File: src/rtl/fft_mod0_pkg.sv
// Shared types and default constants for the FFT module-0 control units.
package fft_mod0_pkg;

  localparam int unsigned MOD0_BLK_LEN = 32;
  localparam int unsigned MOD0_BF_HALF = 8;
  localparam int unsigned MOD0_LAT     = 2;

  typedef enum logic [1:0] {
    IDLE  = 2'd0,
    RUN   = 2'd1,
    DRAIN = 2'd2
  } cu_state_e;

  // Tag carried alongside each sample through the output-alignment pipe
  typedef struct packed {
    logic first;
    logic valid;
  } vld_tag_t;

endpackage

File: src/rtl/valid_dly_line.sv
// Fixed-depth shift register aligning sample tags with the butterfly output.
module valid_dly_line #(
  parameter int unsigned DEPTH = 10,
  parameter int unsigned W     = 2
) (
  input  logic         clk,
  input  logic         rst,
  input  logic [W-1:0] din,
  output logic [W-1:0] dout,
  output logic         occ_next_c
);

  logic [W-1:0] pipe [DEPTH];

  // Shift every cycle; only reset stops the pipe
  always_ff @(posedge clk or posedge rst) begin
    if (rst) begin
      for (int unsigned i = 0; i < DEPTH; i++) pipe[i] <= '0;
    end else begin
      pipe[0] <= din;
      for (int unsigned i = 1; i < DEPTH; i++) pipe[i] <= pipe[i-1];
    end
  end

  assign dout = pipe[DEPTH-1];

  // Valid bit (bit 0) present anywhere in the pipe after the coming edge
  always_comb begin
    occ_next_c = din[0];
    for (int unsigned i = 0; i + 1 < DEPTH; i++) occ_next_c = occ_next_c | pipe[i][0];
  end

endmodule

File: src/rtl/cu_mod0_1.sv
// Control unit for FFT module-0 stage 1 (BF2II): butterfly select, aligned valid, twiddle index.
module cu_mod0_1
  import fft_mod0_pkg::*;
#(
  parameter int unsigned BLK_LEN = MOD0_BLK_LEN,
  parameter int unsigned BF_HALF = MOD0_BF_HALF,
  parameter int unsigned LAT     = MOD0_LAT,
  localparam int unsigned CW     = $clog2(BLK_LEN)
) (
  input  logic          clk,
  input  logic          rst,
  input  logic          alert_mod01,
  input  logic          valid_fac8_0,
  output logic          bf_en,
  output logic          valid_out,
  output logic [CW-1:0] tw_idx,
  output logic          alert_mod02,
  output logic          busy,
  output logic          err_overrun
);

  localparam int unsigned D  = BF_HALF + LAT;
  localparam int unsigned DW = $clog2(D);
  localparam int unsigned BB = $clog2(BF_HALF);

  cu_state_e     state;
  logic [CW-1:0] cnt;
  logic [DW-1:0] dcnt;

  logic          start_c;
  logic          acc_c;
  logic          drain_done_c;
  logic          idle_next_c;
  logic          occ_next_c;
  logic [CW-1:0] smp_cnt_c;
  vld_tag_t      tag_in;
  vld_tag_t      tag_out;

  // Sample acceptance and the index the accepted sample carries
  always_comb begin
    start_c      = (state == IDLE) && alert_mod01 && valid_fac8_0;
    acc_c        = start_c || ((state != IDLE) && valid_fac8_0);
    smp_cnt_c    = (state == RUN) ? cnt : '0;
    drain_done_c = (state == DRAIN) && !valid_fac8_0 && (dcnt == DW'(D - 1));
    idle_next_c  = ((state == IDLE) && !start_c) || drain_done_c;
    tag_in.first = start_c;
    tag_in.valid = acc_c;
  end

  // Frame FSM with sample counter and drain timer
  always_ff @(posedge clk or posedge rst) begin
    if (rst) begin
      state <= IDLE;
      cnt   <= '0;
      dcnt  <= '0;
    end else begin
      if (acc_c) cnt <= smp_cnt_c + CW'(1);
      case (state)
        IDLE: begin
          if (start_c) state <= RUN;
        end
        RUN: begin
          // cnt wrapped to 0 means a whole frame was accepted
          if (!valid_fac8_0 && (cnt == '0)) begin
            state <= DRAIN;
            dcnt  <= '0;
          end
        end
        DRAIN: begin
          if (valid_fac8_0)      state <= RUN;
          else if (drain_done_c) state <= IDLE;
          else                   dcnt  <= dcnt + DW'(1);
        end
        default: state <= IDLE;
      endcase
    end
  end

  // Registered outputs: butterfly select, twiddle index, busy, sticky overrun
  always_ff @(posedge clk or posedge rst) begin
    if (rst) begin
      bf_en       <= 1'b0;
      tw_idx      <= '0;
      busy        <= 1'b0;
      err_overrun <= 1'b0;
    end else begin
      if (acc_c) bf_en <= smp_cnt_c[BB];
      if (drain_done_c)   tw_idx <= '0;
      else if (valid_out) tw_idx <= tw_idx + CW'(1);
      busy <= !idle_next_c || occ_next_c;
      if ((state == RUN) && alert_mod01) err_overrun <= 1'b1;
    end
  end

  valid_dly_line #(
    .DEPTH (D),
    .W     (2)
  ) u_dly (
    .clk        (clk),
    .rst        (rst),
    .din        (tag_in),
    .dout       (tag_out),
    .occ_next_c (occ_next_c)
  );

  assign valid_out   = tag_out.valid;
  assign alert_mod02 = tag_out.first;

endmodule

File: config.mk
export PLATFORM = sky130hd
export DESIGN_NAME = cu_mod0_1
export DESIGN_NICKNAME = d
export VERILOG_FILES = /design/src/rtl/fft_mod0_pkg.sv /design/src/rtl/valid_dly_line.sv /design/src/rtl/cu_mod0_1.sv
export SDC_FILE = /design/constraint.sdc
export NUM_CORES = 1
export LEC_CHECK = 0
export ABC_AREA = 1
export ABC_CLOCK_PERIOD_IN_PS = 1500
export CAP_MARGIN = 25
export CORE_MARGIN = 2
export CORE_UTILIZATION = 55
export CTS_CLUSTER_DIAMETER = 50
export DETAILED_ROUTE_END_ITERATION = 10
export PLACE_DENSITY = 0.77
export SETUP_SLACK_MARGIN = 0.02
export SLEW_MARGIN = 25
export SYNTH_ARGS = -nofsm -noshare
export SYNTH_HDL_FRONTEND = slang
export SYNTH_SLANG_ARGS = --single-unit
File: constraint.sdc
create_clock -name clk -period 1.5 [get_ports clk]
set_input_delay 0.15 -clock clk [delete_from_list [all_inputs] [get_ports clk]]
set_output_delay 0.15 -clock clk [all_outputs]
set_load 0.005 [all_outputs]
==> results of run 1 <==
-- synthesized netlist by cell type --
master	n
nor3_1	2
nand2_1	23
or2_2	1
o211ai_1	1
a31o_2	1
inv_2	1
nor2_1	20
ha_1	4
o21ai_0	9
nor3b_1	3
xnor2_1	1
inv_1	17
clkinv_2	1
nand2_2	5
nor2_2	3
nand2_4	1
dfrtp_1	39
nand4_2	1
nand4_1	4
nand3_1	11
a21oi_1	2
o21ai_1	1
mux2i_1	1
-- cell usage in the layout (no fill, tap or decap), drive strengths merged --
cell           count
a21oi              2
a31o               1
buf                7
bufinv             1
clkbuf             5
clkdlybuf4s50     12
clkinv             1
clkinvlp           1
dfrtp             39
dlymetal6s2s       1
ha                 4
inv               19
mux2i              1
nand2             29
nand3             11
nand4              5
nor2              23
nor3               2
nor3b              3
o211ai             1
o21ai             10
or2                1
xnor2              1
-- metrics by stage --
stage               std cells  utilization  total power [W]
floorplan                 152            -          0.00230
global placement          199        0.646          0.00271
global route              211        0.700          0.00388
CTS                       208        0.681          0.00354
detailed placement        199        0.646          0.00280
finish                    211        0.700          0.00365
-- how the worst min path moves through the flow --
| stage | to | slack, ns | depth (start not counted) |
|---|---|---|---|
| after CTS | tw_idx[2] | 0.15 | 3 |
| after global routing | cnt[0] | 0.17 | 3 |
| after detailed placement | u_dly.pipe[11] | 0.34 | 0 |
| after global placement | u_dly.pipe[11] | 0.34 | 0 |
| after floorplan | err_overrun | 0.31 | 1 |
| final | dcnt[3] | 0.15 | 3 |
-- where the power goes --
part           total, W  switching (W)  internal, W
logic           0.00124       0.000661     0.000581
clock network  0.000723       0.000367     0.000356
registers       0.00168       0.000268      0.00142
total           0.00365        0.00130      0.00235
-- cells by family (layout without fill, tap and decap cells) --
group | Yosys count | after routing
AO/OA/AOI/OAI | 14 | 14
XOR/XNOR | 1 | 1
adder cells (fa/ha/maj) | 4 | 4
buffers and inverters | 19 | 47
flip-flops | 39 | 39
multiplexers | 1 | 1
AND/OR/NAND/NOR | 74 | 74
-- area by class of cell --
cell class	instances	area, sq um
clock buffer	5	37.5
clock inverter	3	46.3
fill	186	813
inverter	19	72.6
multi-input combinational	94	527
sequential	39	977
tap	31	38.8
timing repair buffer	20	198
-- flip-flops by register name, indices dropped and copies added, names as in the netlist --
signal	flops
err_overrun	1
u_dly.pipe	18
busy	1
cnt	5
u_dly.dout	2
tw_idx	5
bf_en	1
state	2
dcnt	4
-- worst register-to-register path, delay by kind of cell, from the launching register on --
family                   cells  cell delay (ns)
flip-flops                   1             0.43
AND/OR/NAND/NOR              4             0.51
AO/OA/AOI/OAI                1             0.08
adder cells (fa/ha/maj)      1             0.15
buffers and inverters        1             0.09
-- per-layer routing --
metal / up-vias / share of wire
met5: - / 0
met4: 0 / 0.018
met3: 5 / 0.051
met2: 37 / 0.48
met1: 544 / 0.45
li1: 545 / -
-- what timing repair did --
action	in CTS	in global routing
pin swaps	0	1
hold buffers	0	0
resized for setup	1	7
gates cloned	0	0
endpoints found under the setup margin	2	3
setup buffers	1	3
==> impl_metrics.toml, run 1 <==
[timing]
rsz0062_at_grt = "false"
setup_viol = 0
worst_slack_ns = 0.0688
tns_ns = 0
whs_ns = 0.146
maxSlewViolCount = 0
final_hold_viol_count = 0
finalCriticalPeriod_ns = 1.43
fin_worst_skew_ns = 0.0105
tightest_slew_ns = 0.234
fmax_mhz = 699
max_slew_margin = 0.843
fin_crit_sh = 0.954

[run_status]
status = "complete, no violations"

[synthesis]
yosysUniqueCellTypes = 23
yosysWarnings = 0
synth.top_cell.area_share = 0.631
synth_xor_area_frac = 0.00566
synth_top_family_by_area = "simple AND/OR/NAND/NOR gates"
synth_compound_area_frac = 0.0493
synthMuxAreaShare = 0.00647
synthSimpleGateAreaFrac = 0.229
syn_nets = 160
syn_area_per_cell_sq_um = 10.2
synth-adder-area-share = 0.0323
ys_top_cells_by_area = "dfrtp_1 (63%), nand2_1 (5.6%), nor2_1 (4.9%), inv_1 (4.1%), nand3_1 (3.6%)"
syn_area_sq_um = 1550
yosysSeqAreaShare = 0.631
syn_inst = 152
synth_top_area_cell = "dfrtp_1"
ys_ff_latch = 39

[floorplanning]
num_rows = 19
die_h_um = 57.0
start_util = 0.571
fp.coreArea_sq_um = 2710
die-area_sq_um = 3250
dieWidth_um = 57.0
ios = 14

[worst_setup_path]
worstSetupStartpointType = "flip-flop"
cp-endpoint = "tw_idx[1]"
critPathTopFamily = "buffers and inverters"
required_ns = 1.35
r2r_end = "dcnt[2]"
cp_num_cells = 1
crit_chain = "clkdlybuf4s50_1"
crit_path_max_incr_delay_ns = 0.52
endpoint_kind = "output port"
reg2reg_from = "dcnt[1]"
critPathMaxFanout = 4
path_buf_inv = 1
slowest_stage = "clkdlybuf4s50_1"
rrSetupSlack_ns = 0.13
worstSetupPathType = "flip-flop to output port"
arrival_ns = 1.28
reg2reg_depth = 7
crit_path_start = "tw_idx[1]"

[finish]
antenna-diode-count = 0
nets = 187
drive_above_1_share = 0.183
areaGrowthSynthToFinish_pct = 22.6
stdcell_area_sq_um = 1900

[clock_tree]
path_clk_slew_ns = 0.12
numCtsBuffers = 5
clockBufferDepth = 2
cts_tree = "done"
clk_latency_ns = 0.35
cts_htree_levels = 2
clock-sinks = 39
root_buffer = "clkbuf_4"

[placed_design]
pre_cts_ws_ns = 0.0709
place_congestion = 0.957
port_buffers = 13
place_area_sq_um = 1750
hpwl_mm = 2.03

[min_path]
min_path_type = "input port to async pin"

[route]
via_per_inst = 5.36
post-route-drc-count = 0
avgRoutedWirePerCell_um = 13.6
routed_wl_mm = 2.86
drt_iter0_markers = 54
vias = 1131
drt-pass1-iter-count = 4
postRouteAntennaNets = 0

[power_and_ir_drop]
powerDensity_nw_per_um2 = 1920
max-vdd-ir-drop_uv = 1240
leakage_nw = 0.908

[grt]
grt_use_met3 = 0.0408
grt_pass1_wl_mm = 4.75
grt_max_degree = 40
antenna_found_initial = 0
grtUsageMet2 = 0.314
grt_overflow_total = 0
top_usage_layer = "met2"
first_global_vias = 1061
use_met1 = 0.251
track_usage = 0.192

[job]
cap_violations = 0
Note: power is estimated with default switching activity, not from simulation.
==> run 2, diff against run 1 <==
ABC_CLOCK_PERIOD_IN_PS = 1400   (was 1500)
clock period = 1.4 ns   (was 1.5 ns; I/O delays follow)
==> impl_metrics.toml, run 2 (synthesis results as in run 1) <==
[route]
drt-pass1-iter-count = 4
postRouteAntennaNets = 0
post-route-drc-count = 0
vias = 1179
drt_iter0_markers = 46
via_per_inst = 5.31
routed_wl_mm = 3.14
avgRoutedWirePerCell_um = 14.1

[grt]
antenna_found_initial = 0
grt_pass1_wl_mm = 5.09
grt_max_degree = 40
track_usage = 0.210
grt_overflow_total = 0
first_global_vias = 1129

[clock_tree]
path_clk_slew_ns = 0.12
cts.hold.buffers_added = 0
numCtsBuffers = 5
cts_htree_levels = 2
clk_latency_ns = 0.36
cts_tree = "done"
clock-sinks = 39
clockBufferDepth = 2
root_buffer = "clkbuf_4"

[run_status]
status = "complete, no violations"

[timing]
fmax_mhz = 749
max_slew_margin = 0.830
worst_slack_ns = 0.0652
tns_ns = 0
tightest_slew_ns = 0.252
fin_crit_sh = 0.953
final_hold_viol_count = 0
setup_viol = 0
finalCriticalPeriod_ns = 1.33
fin_worst_skew_ns = 0.00401
maxSlewViolCount = 0
rsz0062_at_grt = "true"

[placed_design]
port_buffers = 13
pre_cts_ws_ns = -0.0205
place_area_sq_um = 1760
dp.cells = 200
place_congestion = 0.912
hpwl_mm = 2.04

[finish]
final_cell_mix = "dfrtp_1 (37), nand2_1 (22), buf_4 (17)"
final_common_cell = "dfrtp_1"
drive_above_1_share = 0.277
nets = 198
stdcell_area_sq_um = 2030
antenna-diode-count = 0
reg_top3 = "u_dly.pipe: 18 flops, cnt: 5 flops, tw_idx: 5 flops"
areaGrowthSynthToFinish_pct = 31.2
top_register = "u_dly.pipe"
final_util = 0.749
stdcell_count = 222
largest_reg_flops = 18

[worst_setup_path]
critPathTopFamily = "flip-flops"
crit_chain = "inv_2 -> buf_4 -> nor2_2 -> nand2_1 -> o21ai_0 -> nand4_1"
slowest_stage = "dfrtp_1"
crit_path_max_incr_delay_ns = 0.41
worstSetupStartpointType = "flip-flop"
endpoint_kind = "flip-flop"
arrival_ns = 1.57
critPathMaxFanout = 4
path_buf_inv = 2
required_ns = 1.64
worstSetupPathType = "flip-flop to flip-flop"

[power_and_ir_drop]
max-vdd-ir-drop_uv = 1470
powerDensity_nw_per_um2 = 2040
leakage_nw = 1.02

[job]
cap_violations = 0

[min_path]
min_path_type = "input port to async pin"

[floorplanning]
dieWidth_um = 57.0
ios = 14
die_h_um = 57.0
die-area_sq_um = 3250
start_util = 0.571
fp.coreArea_sq_um = 2710
num_rows = 19
-- run 2: cell count changes in the layout (fill, tap and decap cells not counted), moves of 2 or more --
cell             change
clkdlybuf4s50_1      -8
nand2_4              +2
dlymetal6s2s_1       +6
nor2_1               -2
o21ai_0              -2
nor2_2               +2
buf_4               +11
dlygate4sd2_1        +2
nand3_1              -3
nand3_2              +3
-- run 2: per-layer routing --
metal | routed length, um | global-route usage | vias to the layer above | share of wire
met4 | 82 | 0.0897 | 0 | 0.026
met3 | 161 | 0.0703 | 9 | 0.051
met2 | 1600 | 0.337 | 27 | 0.51
li1 | - | - | 566 | -
met1 | 1300 | 0.262 | 577 | 0.41
met5 | 0 | 0 | - | 0
-- run 2: final cells by class --
cell class / instances / area [sq um]
inverters: 19 / 72.6
clock buffers: 5 / 37.5
well taps: 31 / 38.8
clock inverters: 3 / 47.5
multi-input cells: 94 / 563
fillers: 180 / 679
repair buffers: 31 / 293
flip-flops and latches: 39 / 978
-- run 2: tightest hold or removal path: stages --
cell,delay [ns]
clkdlybuf4s50_1,0.40
inv_1,0.10
buf_12,0.23
-- run 2: timing repair --
item / 4_1_cts / 5_1_grt
setup buffers: 7 / 7
endpoints found under the setup margin: 8 / 14
resized for setup: 4 / 25
pin swaps: 0 / 9
hold endpoints to repair: 0 / 0
-- run 2: final timing paths --
check                      cells after the start  slack [ns]           from            end
setup / recovery                               6        0.07       state[1]           busy
hold / removal                                 3        0.13            rst        dcnt[2]
setup reg to reg                               6        0.07       state[1]           busy
hold reg to reg                                0        0.36  u_dly.pipe[7]  u_dly.pipe[5]
max in group asynchronous                      3        1.07            rst  u_dly.dout[0]
min in group clk                               0        0.36  u_dly.pipe[7]  u_dly.pipe[5]
-- run 2: per-stage QoR --
step / power [W] / hold slack, ns
final: 0.00414 / 0.133
after detailed placement: 0.00298 / 0.336
after global placement: 0.00290 / 0.336
after floorplan: 0.00247 / 0.303
after CTS: 0.00390 / 0.143
after global routing: 0.00442 / 0.162
-- run 2: power breakdown --
group          internal, W  switching (W)  total [W]
Clock             0.000385       0.000398   0.000783
Combinational     0.000760       0.000797    0.00156
Sequential         0.00152       0.000282    0.00180
==> run 3, diff against run 2 <==
CAP_MARGIN = 15   (was 25)
==> results of run 3 <==
The final DEF is identical to that of run 2; final timing and power are the same.
